--- src/rtl/instr_encoder.sv ---
// instr_encoder: turns decoded RV32I instruction fields into 32-bit machine
// words and streams them into an instruction memory at consecutive word
// addresses through a 2-entry FIFO.
//
// Ports
//   clk, rst_n                 clock, async active-low reset
//   clear                      sync flush of FIFO, address, word/illegal counts
//   in_valid/in_ready          request handshake
//   in_op, in_funct3, in_funct7_5, in_rd, in_rs1, in_rs2, in_imm  request fields
//   imem_we/imem_addr/imem_wdata/imem_ready  memory write port
//   word_count                 words written since reset/clear
//   full                       1024 words written or queued
//   err_illegal, illegal_cnt   illegal-request pulse and saturating count
module instr_encoder #(
  parameter int unsigned CAP_WORDS = 1024
) (
  input  logic        clk,
  input  logic        rst_n,
  input  logic        clear,
  input  logic        in_valid,
  output logic        in_ready,
  input  logic [3:0]  in_op,
  input  logic [2:0]  in_funct3,
  input  logic        in_funct7_5,
  input  logic [4:0]  in_rd,
  input  logic [4:0]  in_rs1,
  input  logic [4:0]  in_rs2,
  input  logic [31:0] in_imm,
  output logic        imem_we,
  output logic [9:0]  imem_addr,
  output logic [31:0] imem_wdata,
  input  logic        imem_ready,
  output logic [10:0] word_count,
  output logic        full,
  output logic        err_illegal,
  output logic [7:0]  illegal_cnt
);

  typedef enum logic [1:0] {IDLE, BUSY, FULL} state_t;

  state_t           state;
  logic [1:0][31:0] fifo_mem;
  logic             rd_ptr, wr_ptr;
  logic [1:0]       occ, occ_nxt;
  logic             run;          // low until the first edge after reset
  logic [31:0]      enc;
  logic             illegal;
  logic             acc, push, pop;
  logic [10:0]      total_cur;

  // Field encoder
  always_comb begin
    enc     = '0;
    illegal = 1'b0;
    unique case (in_op)
      4'd0: enc = {1'b0, in_funct7_5, 5'b0, in_rs2, in_rs1, in_funct3, in_rd, 7'b0110011};
      4'd1: begin
        // shifts carry the shamt plus the arithmetic/logical select bit
        if (in_funct3 == 3'b001 || in_funct3 == 3'b101)
          enc = {1'b0, in_funct7_5, 5'b0, in_imm[4:0], in_rs1, in_funct3, in_rd, 7'b0010011};
        else
          enc = {in_imm[11:0], in_rs1, in_funct3, in_rd, 7'b0010011};
      end
      4'd2: enc = {in_imm[11:0], in_rs1, in_funct3, in_rd, 7'b0000011};
      4'd3: enc = {in_imm[11:5], in_rs2, in_rs1, in_funct3, in_imm[4:0], 7'b0100011};
      4'd4: begin
        enc = {in_imm[12], in_imm[10:5], in_rs2, in_rs1, in_funct3,
               in_imm[4:1], in_imm[11], 7'b1100011};
        illegal = (in_funct3 == 3'b010) || (in_funct3 == 3'b011) || in_imm[0];
      end
      4'd5: begin
        enc = {in_imm[20], in_imm[10:1], in_imm[11], in_imm[19:12], in_rd, 7'b1101111};
        illegal = in_imm[0];
      end
      4'd6: begin
        enc = {in_imm[11:0], in_rs1, in_funct3, in_rd, 7'b1100111};
        illegal = (in_funct3 != 3'b000);
      end
      4'd7: enc = {in_imm[31:12], in_rd, 7'b0110111};
      4'd8: enc = {in_imm[31:12], in_rd, 7'b0010111};
      default: illegal = 1'b1;
    endcase
  end

  assign full       = (state == FULL);
  assign in_ready   = run & ~full & (occ != 2'd2) & ~clear;
  assign imem_we    = (occ != 2'd0);
  assign imem_wdata = imem_we ? fifo_mem[rd_ptr] : '0;

  assign acc       = in_valid & in_ready;
  assign push      = acc & ~illegal;
  assign pop       = imem_we & imem_ready & ~clear;
  assign occ_nxt   = occ + {1'b0, push} - {1'b0, pop};
  // written + queued; a pop only moves a word between the two terms
  assign total_cur = word_count + {9'b0, occ};

  always_ff @(posedge clk or negedge rst_n) begin
    if (!rst_n) begin
      state       <= IDLE;
      fifo_mem    <= '0;
      rd_ptr      <= 1'b0;
      wr_ptr      <= 1'b0;
      occ         <= '0;
      run         <= 1'b0;
      imem_addr   <= '0;
      word_count  <= '0;
      err_illegal <= 1'b0;
      illegal_cnt <= '0;
    end else begin
      run <= 1'b1;
      if (clear) begin
        state       <= IDLE;
        rd_ptr      <= 1'b0;
        wr_ptr      <= 1'b0;
        occ         <= '0;
        imem_addr   <= '0;
        word_count  <= '0;
        err_illegal <= 1'b0;
        illegal_cnt <= '0;
      end else begin
        if (push) begin
          fifo_mem[wr_ptr] <= enc;
          wr_ptr           <= ~wr_ptr;
        end
        if (pop) begin
          rd_ptr     <= ~rd_ptr;
          word_count <= word_count + 11'd1;
          // hold at the last word rather than wrapping onto address 0
          if (imem_addr != 10'h3FF) imem_addr <= imem_addr + 10'd1;
        end
        occ         <= occ_nxt;
        err_illegal <= acc & illegal;
        if (acc && illegal && illegal_cnt != 8'hFF) illegal_cnt <= illegal_cnt + 8'd1;
        unique case (state)
          FULL: state <= FULL;
          default: begin
            if (total_cur + {10'b0, push} == 11'(CAP_WORDS)) state <= FULL;
            else if (occ_nxt != 2'd0)                        state <= BUSY;
            else                                             state <= IDLE;
          end
        endcase
      end
    end
  end

endmodule

--- config.mk ---
export PLATFORM = sky130hd
export DESIGN_NAME = instr_encoder
export DESIGN_NICKNAME = d
export VERILOG_FILES = /design/src/rtl/instr_encoder.sv
export SDC_FILE = /design/constraint.sdc
export NUM_CORES = 1
export LEC_CHECK = 0
export CORE_MARGIN = 5
export CORE_UTILIZATION = 47
export DETAILED_ROUTE_END_ITERATION = 8
export GPL_TIMING_DRIVEN = 1
export PLACE_DENSITY = 0.8
export SLEW_MARGIN = 20
export SYNTH_ARGS = -nofsm -noshare
export SYNTH_HDL_FRONTEND = slang
export SYNTH_SLANG_ARGS = --single-unit
--- constraint.sdc ---
create_clock -name clk -period 3 [get_ports clk]
set_clock_uncertainty 0.2 [all_clocks]
set_input_delay 0.6 -clock clk [delete_from_list [all_inputs] [get_ports clk]]
set_output_delay 0.6 -clock clk [all_outputs]
set_load 0.02 [all_outputs]
## Word level (Yosys, flattened, before mapping)

Cells that the tools add are included.
Widths: inputs -> output; s select.

| cells by class | value |
|---|---|
| add/sub/neg operators | 7 |
| $lt $le $gt $ge | 3 |
| equal/unequal tests | 17 |
| mux-type cells | 26 |
| bitwise gates (word level) | 13 |
| reductions and logical operators | 17 |

Operators by type and width:

| operator | number |
|---|---|
| $pmux 32 s9 | 1 |
| $mux 32 | 5 |
| $bwmux 64 | 1 |
| $demux 32 s1 | 1 |
| $mux 10 | 3 |
| $mux 11 | 2 |
| $eq 4x3->1 const B | 4 |
| $mux 8 | 2 |
| $reduce_bool 2->1 | 6 |
| $add 11x1->11 | 1 |
| $add 11x1->11 const B | 1 |
| $add 11x2->11 | 1 |
| $eq 11x11->1 const B | 1 |
| $add 10x1->10 const B | 1 |
| $ne 10x10->1 const B | 1 |
| $add 8x1->8 const B | 1 |
| $and 1x1->1 | 8 |
| $eq 4x2->1 const B | 2 |
| $mux 2 | 4 |
| $ne 8x8->1 const B | 1 |
| $eq 3x2->1 const B | 2 |
| $mux 1 | 6 |
| $reduce_or 6->1 | 1 |
| $not 1->1 | 5 |
| 16 further kinds | 22 |

| word-level totals | value |
|---|---|
| bits in registers | 101 |
| input bits | 60 |
| output and inout port bits | 65 |
| logic and storage cells | 94 |

## Logic depth before layout (Yosys ltp)

| logic depth | value |
|---|---|
| depth after elaboration | 14 |
| mapped depth | 13 |
| gate-level depth less buffers | 11 |

## Worst setup path after synthesis

OpenSTA, ideal clock, no wires.

| timing | value |
|---|---|
| kind | input to register |
| start | in in_funct3[2] |
| end | reg state[0] |
| library setup time | 0.133 ns |
| arrival time | 3.262 ns |
| data required time | 2.667 ns |
| path slack | -0.595 ns |
| stages on the path | 12 |
| buffers on the path | 1 |
| path through | or3_1 > a31oi_2 > o221a_2 > buf_6 > nand2_1 > fa_1 > fa_1 > nand3b_1 > xor2_1 > o211ai_1 > nor4b_1 > a211oi_1 |

| between the ends | value |
|---|---|
| longest elaborated chain between the ends | 13 |
| elaborated cells between the ends (all ways) | 17 |

Ends and longest elaborated chain:

| what | RTL line | text |
|---|---|---|
| start: declaration | 23 | `input logic [2:0] in_funct3,` |
| $eq 3x2->1 | 69 | `illegal = (in_funct3 == 3'b010) \|\| (in_funct3 == 3'b011) \|\| in_imm[0];` |
| $logic_or 1x1->1 (2 in series) | 69 |  |
| $pmux 1 s4 * | 55 | `unique case (in_op)` |
| $not 1->1 * | 91 | `assign push = acc & ~illegal;` |
| $and 1x1->1 * | 91 |  |
| parallel branches: the longest is 4 deep, another holds $add 11x1->11 | n/a |  |
| $mux 2 * | 137 | `if (total_cur + {10'b0, push} == 11'(CAP_WORDS)) state <= FULL;` |
| $mux 2 * | 134 | `unique case (state)` |
| $mux 2 * | 111 | `if (clear) begin` |
| end signal: assignment | 112 | `state <= IDLE;` |
| end signal: assignment | 137 |  |
| end signal: assignment | 138 | `else if (occ_nxt != 2'd0) state <= BUSY;` |
| end: declaration | 41 | `state_t state;` |

Mark *: on every way between the ends.
A chain may end at the register's enable or synchronous reset.

## Worst setup path in the final report

| timing | value |
|---|---|
| start | in in_funct3[1] |
| end | reg state[1] |

| between the ends | value |
|---|---|
| longest elaborated chain between the ends | 11 |
| elaborated cells between the ends (all ways) | 13 |

Ends and longest elaborated chain:

| what | RTL line | text |
|---|---|---|
| $eq 3x2->1 | 69 |  |
| $logic_or 1x1->1 (2 in series) | 69 |  |
| $pmux 1 s4 * | 55 |  |
| $not 1->1 * | 91 |  |
| $and 1x1->1 * | 91 |  |
| $add 11x1->11 * | 137 |  |
| $eq 11x11->1 * | 137 |  |
| $mux 2 * | 137 |  |
| $mux 2 * | 134 |  |
| $mux 2 * | 111 |  |
| end signal: assignment | 112 |  |
| end signal: assignment | 135 | `FULL: state <= FULL;` |
| end signal: assignment | 137 |  |

Mark *: on every way between the ends. The rest lies on a longest branch, timed or not.

==> metrics.txt <==
failing checks negative setup slack; Starting Density 47.4%; Worst-path clk slew 0.07 ns; Finished Layout Cells 899; Max FO, Critical Path 4; r2r startpoint state[1]; setup violators final 2; first-pass GRT wire length 26.4 mm; EDFF count, synth 0; P&R area growth vs syn 34.9%; Root Buffer Master clkbuf_16; Avg Cell Area, Syn 10.2 um^2; final core utilization 63.9%; most used routing layer met2; register area share after synthesis 42.0%; r2r setup slk 0.18 ns; Via-to-Cell Ratio 5.71; CTS Buf Count 9; Area after DPL 7570 um^2; row count 41; share of total power in the clock network 35.8%; Gate Count Post-Synth 577; routed vias 5137; worst slew pin tran 0.863 ns; Die Span Y 122 um; count of buffers from port buffering 124; share of cells above drive strength 1 16.1%; detailed placement HPWL 12.0 mm; maximum VDD drop 0.000319 V; RD Place Congestion 0.905; nets 790; Pint 2.59 mW; worst-path cell chain buf_6 > or3_4 > a31oi_4 > o221a_4 > nand2_4 > fa_2 > fa_2 > nand3b_1 > xor2_1 > o211ai_1 > nor4_1 > a32o_1; Tot GR Track Use 22.1%; Slowest-stage cell, CP or3_4; max-slew violation count 0; r2r endpoint state[1]; Die W 122 um; Congestion Overflow GR 0; pwr dens 444 nW/um^2; Sw Ratio 26.6%; final hold viol count 0; Leak 3.46 nW; number of DRC markers in iteration 0 302; Synthesized Nets 645; 1st-pass router iterations 7; status complete, but fails checks; hold buffers post-CTS 0; CP startpoint kind input pin; placed cell count 880; Seq pwr share 44.1%; worst hold path type input pin to asynchronous set/reset pin; Finished Cell Area 7960 um^2; final wirelength 16.2 mm; Worst setup EP type flop; worst path arrival time 3.21 ns; Period minus WS final 3.12 ns; most common library cell in the layout ignoring fill and taps clkdlybuf4s50_1; met2 Usage GRT 38.3%; library cells used by synthesis 64; Worst path max stage delay 0.39 ns; number of H-tree levels 3; Comb pwr share 20.2%; initial antenna violation count 1; # clock sinks 99; worst-case reg-to-reg path depth 10; flops & latches, synth 99; Clock Latency Late Sink 0.35 ns; WS Path Type input pin to flop; Clock Tree Buf Depth 2; vias in the first global route 5432; grt met1 use 27.2%; worst setup margin -0.122 ns; leading cell types in the layout, fill and taps excluded 115 x clkdlybuf4s50_1, 98 x dfrtp_1, 65 x nor2_1; dpl ws -0.868 ns; die area 14900 um^2; core area 12500 um^2; worst hold slack 0.0263 ns; n_diodes 0; Critical Path RT 3.09 ns; IO Count 125; Final ANT Viol Nets 0; Max Cap Violations 0; final worst path period share 104%; largest net degree at the start of global routing 43; yosys warns 0; sw power 0.940 mW; relative slew slack 42.0%; residual DRC count 0; WL/cell 18.1 um; fmax 320 MHz; RSZ-0062 raised after global routing yes; Post-Syn Area 5900 um^2; fraction of registers with async set/reset 100%; Synth Flop Type dfrtp_1; Crit path top cell by count fa_2; CTS tree done; Total Power 3.53 mW; setup_tns -0.223 ns; met3 Track Usage GR 3.67%
cells by family (layout without fill, tap and decap cells):
kind of cell | after synthesis | in the layout | share of synthesized area (%)
xor+xnor | 24 | 24 | 3.56
buf+inv | 51 | 201 | 4.11
flops | 99 | 99 | 42.0
mux | 102 | 102 | 19.9
simple gates | 179 | 179 | 15.1
other cells | 1 | 1 | 0.0635
compound gates | 113 | 113 | 13.4
fa+ha+maj | 8 | 8 | 1.95
area by class of cell:
class	count	area (um^2)
inverters	13	48.8
fillers	984	4500
clock inverters	6	88.8
repair buffers	172	1650
clock buffers	10	239
well taps	172	215
multi-input cells	427	3240
flip-flops and latches	99	2480
how the worst max path moves through the flow:
| stage | depth (start not counted) | from | slack (ns) | end |
|---|---|---|---|---|
| floorplan | 12 | in_funct3[2] | -0.36 | state[0] |
| CTS | 12 | in_funct3[1] | -0.25 | state[0] |
| global placement | 12 | in_funct3[2] | -0.77 | state[0] |
| detailed placement | 12 | in_funct3[2] | -0.87 | state[0] |
| global route | 12 | in_funct3[1] | -0.24 | state[1] |
| finish | 12 | in_funct3[1] | -0.12 | state[1] |
worst max-delay path: cells and delay by family:
kind                     cells  cell delay [ns]
AO/OA/AOI/OAI                4             0.72
XOR/XNOR                     1             0.16
adder cells (fa/ha/maj)      2             0.73
buffers and inverters        1             0.09
AND/OR/NAND/NOR              4             0.89
state kept, by name, summed over array words and instances (netlist names):
signal       count
err_illegal      1
fifo_mem        62
illegal_cnt      8
imem_addr       10
occ              2
rd_ptr           1
run              1
state            2
word_count      11
wr_ptr           1
layer usage:
metal | up-vias | share of wire (%)
li1 | 2374 | -
met1 | 2536 | 41
met2 | 186 | 51
met3 | 39 | 4.3
met4 | 2 | 2.9
met5 | - | 0.055
power by group through the flow:
stage | Sequential (mW) | Clock, mW | Combinational [mW]
global route | 1.57 | 1.34 | 0.779
finish | 1.56 | 1.26 | 0.713
CTS | 1.56 | 1.29 | 0.712
floorplan | 1.55 | 0 | 0.412
detailed placement | 1.58 | 0 | 0.705
global placement | 1.57 | 0 | 0.679
synthesized netlist by cell type, types with 8 or more instances:
cell | n | area share, %
o22ai_1 | 11 | 1.2
clkbuf_1 | 18 | 1.1
mux2i_1 | 41 | 7.0
mux2_1 | 33 | 6.3
xor2_1 | 15 | 2.2
mux2_2 | 8 | 1.5
nand3_1 | 14 | 1.2
inv_1 | 11 | 0.70
a22o_1 | 10 | 1.5
xnor2_1 | 9 | 1.3
o21ai_0 | 13 | 1.1
dfrtp_1 | 99 | 42
a21oi_1 | 24 | 2.0
a31oi_1 | 8 | 0.85
nand2_1 | 35 | 2.2
mux2_4 | 20 | 5.1
nor2_1 | 66 | 4.2
nand2b_1 | 9 | 0.95
a22oi_1 | 8 | 1.0
nor2b_1 | 15 | 1.6
timing repair:
item,in CTS,in global routing
pin swaps,9,9
endpoints found under the setup margin,2,8
setup buffers,1,2
resized for setup,22,9
Power figures use the tool's default switching activity.
